<file path="src/rtl/noc_pkg.sv">
// noc_pkg: shared flit type, port select and turn encodings for the router output port
package noc_pkg;
  localparam int NUM_PORTS = 5;
  typedef struct packed {
    logic [3:0] x;
    logic [3:0] y;
  } flit_t;
  localparam logic [2:0] SEL_N = 3'd0;
  localparam logic [2:0] SEL_S = 3'd1;
  localparam logic [2:0] SEL_E = 3'd2;
  localparam logic [2:0] SEL_W = 3'd3;
  localparam logic [2:0] SEL_L = 3'd4;
  localparam logic [4:0] TURN_N = 5'b10000;
  localparam logic [4:0] TURN_S = 5'b01000;
  localparam logic [4:0] TURN_E = 5'b00100;
  localparam logic [4:0] TURN_W = 5'b00010;
  localparam logic [4:0] TURN_L = 5'b00001;
endpackage

</file>
<file path="src/rtl/noc_fifo.sv">
// noc_fifo: power-of-two output queue with wrapping pointers and an occupancy counter
module noc_fifo #(
  parameter int DATA_W = 8,
  parameter int DEPTH  = 4
) (
  input  logic                         clk,
  input  logic                         rst,
  input  logic                         push,
  input  logic                         pop,
  input  logic [DATA_W-1:0]            wdata,
  output logic [DATA_W-1:0]            rdata,
  output logic                         full,
  output logic                         empty,
  output logic [$clog2(DEPTH+1)-1:0]   count
);
  localparam int AW = $clog2(DEPTH);
  localparam int CW = $clog2(DEPTH+1);
  logic [DATA_W-1:0] mem [DEPTH];
  logic [AW-1:0] wr_ptr, rd_ptr;
  logic do_push, do_pop;
  assign full    = count == CW'(DEPTH);
  assign empty   = count == '0;
  assign do_pop  = pop && !empty;
  // a pop on the same edge frees the slot, so a push into a full queue is legal then
  assign do_push = push && (!full || do_pop);
  assign rdata   = mem[rd_ptr];
  always_ff @(posedge clk) begin
    if (do_push) mem[wr_ptr] <= wdata;
    if (rst) begin
      wr_ptr <= '0;
      rd_ptr <= '0;
      count  <= '0;
    end else begin
      wr_ptr <= wr_ptr + AW'(do_push);
      rd_ptr <= rd_ptr + AW'(do_pop);
      count  <= count + CW'(do_push) - CW'(do_pop);
    end
  end
endmodule

</file>
<file path="src/rtl/noc_output_port.sv">
// noc_output_port: source select into an output queue, rotating arbitration turn, credit-gated link drain
module noc_output_port import noc_pkg::*; #(
  parameter int DATA_W  = 8,
  parameter int DEPTH   = 4,
  parameter int CREDITS = 4
) (
  input  logic              clk,
  input  logic              rst,
  input  logic [DATA_W-1:0] N_data_i,
  input  logic [DATA_W-1:0] S_data_i,
  input  logic [DATA_W-1:0] E_data_i,
  input  logic [DATA_W-1:0] W_data_i,
  input  logic [DATA_W-1:0] L_data_i,
  input  logic [2:0]        port_select,
  input  logic              port_enable,
  output logic              port_full,
  output logic [4:0]        turn,
  output logic [DATA_W-1:0] out_data_o,
  output logic              out_valid_o,
  input  logic              credit_return_i,
  output logic              err_o
);
  localparam int CW = $clog2(CREDITS+1);
  logic [CW-1:0] credit_cnt;
  logic [DATA_W-1:0] sel_data, head;
  logic [$clog2(DEPTH+1)-1:0] count;
  logic sel_ok, push, send, full, empty, credit_ovf;
  always_comb begin
    sel_data = port_select == SEL_N ? N_data_i :
               port_select == SEL_S ? S_data_i :
               port_select == SEL_E ? E_data_i :
               port_select == SEL_W ? W_data_i : L_data_i;
  end
  assign sel_ok     = port_select <= SEL_L;
  assign port_full  = count == $bits(count)'(DEPTH);
  assign push       = port_enable && sel_ok && !full;
  assign send       = !empty && credit_cnt != '0;
  assign credit_ovf = credit_return_i && !send && credit_cnt == CW'(CREDITS);
  noc_fifo #(.DATA_W(DATA_W), .DEPTH(DEPTH)) u_fifo (
    .clk(clk), .rst(rst), .push(push), .pop(send), .wdata(sel_data),
    .rdata(head), .full(full), .empty(empty), .count(count)
  );
  always_ff @(posedge clk) begin
    if (rst) begin
      turn        <= TURN_N;
      out_valid_o <= 1'b0;
      out_data_o  <= '0;
      credit_cnt  <= CW'(CREDITS);
      err_o       <= 1'b0;
    end else begin
      turn        <= {turn[0], turn[4:1]};
      out_valid_o <= send;
      if (send) out_data_o <= head;
      if (!credit_ovf) credit_cnt <= credit_cnt + CW'(credit_return_i) - CW'(send);
      err_o       <= err_o | credit_ovf | (port_enable && (!sel_ok || full));
    end
  end
endmodule

</file>
<file path="config.mk">
export PLATFORM = sky130hd
export DESIGN_NAME = noc_output_port
export DESIGN_NICKNAME = d
export VERILOG_FILES = /design/src/rtl/noc_pkg.sv /design/src/rtl/noc_fifo.sv /design/src/rtl/noc_output_port.sv
export SDC_FILE = /design/constraint.sdc
export NUM_CORES = 1
export LEC_CHECK = 0
export BUFFER_PORTS_ARGS = -buffer_cell sky130_fd_sc_hd__buf_2
export CORE_MARGIN = 1
export CORE_UTILIZATION = 51
export CTS_CLUSTER_DIAMETER = 80
export DETAILED_ROUTE_END_ITERATION = 6
export GPL_TIMING_DRIVEN = 0
export PLACE_DENSITY = 0.74
export SYNTH_ARGS = -nofsm -noshare
export SYNTH_HDL_FRONTEND = slang
export SYNTH_SLANG_ARGS = --single-unit
</file>
<file path="constraint.sdc">
create_clock -name clk -period 2.6 [get_ports clk]
set_input_delay 0.65 -clock clk [delete_from_list [all_inputs] [get_ports clk]]
set_output_delay 0.65 -clock clk [all_outputs]
set_load 0.01 [all_outputs]
</file>
==> metrics.csv <==
metric,value,unit
vias after detailed routing,1772,
first-pass GRT wire length,7.60,mm
initial antenna violation count,0,
PwrDens,1000,nW/µm²
P_leak,1.25,nW
initial DRC count,125,
clock buffer depth,2,
Max H-tree Level,3,
wire per inst,13.8,µm
Syn Nets,250,
Die Ht,72.1,µm
run status,completed,
antenna cells,0,
mapped cell area,2510,µm²
CP required,2.86,ns
FMAX,424,MHz
clock root buffer,clkbuf_8,
Worst-path clk slew,0.07,ns
Worst Setup Start Kind,primary input,
final total negative setup slack,0,ns
CP max FO,10,
final instance area,3150,µm²
final hold violation count,0,
setup ws final,0.243,ns
"Core Util, Final",66.8,%
Setup-failing EPs final,0,
Via-to-Cell Ratio,5.21,
# nets final,322,
hold_buf cts,0,
CTS tree,yes,
num rows,25,
# IOs,63,
Post-Synth Simple-Gate Area,8.94,%
routability cong.,0.751,
placed inst area,2900,µm²
post-layout min period,2.36,ns
Horiz. Die Dim,72.1,µm
Final Max Slew Viols,0,
vias in the first global route,1619,
Tot GR Track Use,20.0,%
PortBufs,61,
post-synthesis compound-gate area fraction,12.4,%
WL final,4.68,mm
Setup crit end kind,register,
synth warn,0,
max_cap viols,0,
RSZ-0062 raised after global routing,no,
Synth Instances,196,
Routed Antenna Nets,0,
core area,4720,µm²
Post-Synth Adder-Cell Area,4.09,%
Area Growth Syn to Fin,25.8,%
dpl hpwl,3.38,mm
"flops & latches, synth",57,
Hold Crit Class,reg -> reg,
Cells after DPL,324,
Fill cells,344,
Initial Util,53.1,%
largest net degree at the start of global routing,11,
Least-Margin Pin Slew,0.737,ns
gr ovfl total,0,
XOR/XNOR Fraction of Synth Area,1.40,%
Netlist cell types,35,
sequential fraction of the synthesis area,58.3,%
clock buffers created by TritonCTS,9,
number of flops mapped to enable cells by yosys,32,
worst slew margin relative to its limit,50.6,%
Peak VDD IR,406,µV
fin crit share,90.7,%
synthesized area per cell,12.8,µm²
Die Area,5200,µm²
layout cells sized above 1,38.5,%
main combinational cell family by area after synthesis,compound AO/OA/AOI/OAI gates,
asr flop ratio synth,0,%
Worst Path Arrival,2.62,ns
post-synthesis mux area share,10.8,%
Clock Skew,0.00979,ns
clock sink count,57,
WS Path Type,in -> reg,
first drt pass iteration count,6,
Layout Cells excl Fill,340,
ys flop type,edfxtp_1,
# DRC,0,
clock latency on the worst-skew pair,0.33,ns
worst slack at placement,-0.543,ns
worst paths after layout:
path	to	cells past startpoint	startpoint	slack, ns
max	u_fifo.count[2]	11	port_select[0]	0.24
max reg2reg	u_fifo.count[2]	10	credit_cnt[1]	0.36
min reg2reg	turn[0]	1	turn[1]	0.46
min	turn[0]	1	turn[1]	0.46
cell usage after synthesis, drive strengths merged, types with 6 or more instances:
master | count | area (µm²)
edfxtp | 32 | 961
o21ai | 18 | 90.1
a22oi | 16 | 120
nor3 | 6 | 35.0
mux4 | 8 | 180
nor2b | 7 | 43.8
clkbuf | 8 | 31.3
inv | 10 | 37.5
dfxtp | 25 | 500
nor2 | 6 | 22.5
a21oi | 10 | 50.1
mux2 | 8 | 90.1
nand3 | 9 | 45.0
cell type report:
class                           instances  area [µm²]  area share, %
Buffer                                 13        63.8           2.02
Multi-Input combinational cell        116         967           30.7
Timing Repair Buffer                   61         305           9.68
Clock buffer                           10         128           4.05
Sequential cell                        57        1460           46.3
Clock inverter                          6         106           3.37
Tap cell                               67        83.8           2.66
Inverter                               10        37.5           1.19
critical path, stage by stage:
cell	delay (ns)
buf_2	0.11
clkbuf_1	0.22
o21ai_2	0.26
nand3_1	0.21
inv_1	0.15
ha_1	0.15
inv_1	0.05
fa_1	0.37
xor2_1	0.18
and2_1	0.16
nor3_1	0.11
flip-flops by register name, summed over array words and instances (netlist names), 2 cells and up:
| name | cells |
|---|---|
| u_fifo.count | 3 |
| u_fifo.mem | 32 |
| out_data_o | 8 |
| u_fifo.rd_ptr | 2 |
| turn | 5 |
| credit_cnt | 3 |
| u_fifo.wr_ptr | 2 |
per-layer routing:
metal  GRT usage (%)  routed length, µm  part of all wire (%)
met5               0                  0                     0
met4            9.15                 83                   1.8
met3            6.39                314                   6.7
met2            31.3               2120                    45
met1            25.5               2160                    46
cell usage in the layout, fill, tap and decap left out, drive strengths merged, types with 7 or more instances in the layout:
cell,instances
a21oi,10
a22oi,16
buf,66
clkbuf,18
dfxtp,25
edfxtp,32
inv,10
mux2,8
mux4,8
nand3,9
nor2b,7
o21ai,18
cells by family after synthesis:
group                    Yosys count
adder cells (fa/ha/maj)            7
multiplexers                      16
flip-flops                        57
XOR/XNOR                           4
buffers and inverters             23
AO/OA/AOI/OAI                     49
AND/OR/NAND/NOR                   40
through the flow:
stage	total power (W)	hold WS (ns)
floorplan	0.00193	0.488
global placement	0.00217	0.440
detailed placement	0.00220	0.437
CTS	0.00318	0.463
global route	0.00337	0.472
finish	0.00316	0.460
power by group:
group / internal [W] / switching, W / leakage (nW)
registers: 0.00112 / 0.0000910 / 0.499
logic: 0.000467 / 0.000506 / 0.638
clock network: 0.000632 / 0.000343 / 0.114
timing repair:
item | 4_1_cts | 5_1_grt
setup endpoints to repair | 24 | 17
cloned | 0 | 0
buffers inserted | 0 | 0
resized for setup | 1 | 5
Note: power is estimated with default switching activity, not from simulation.
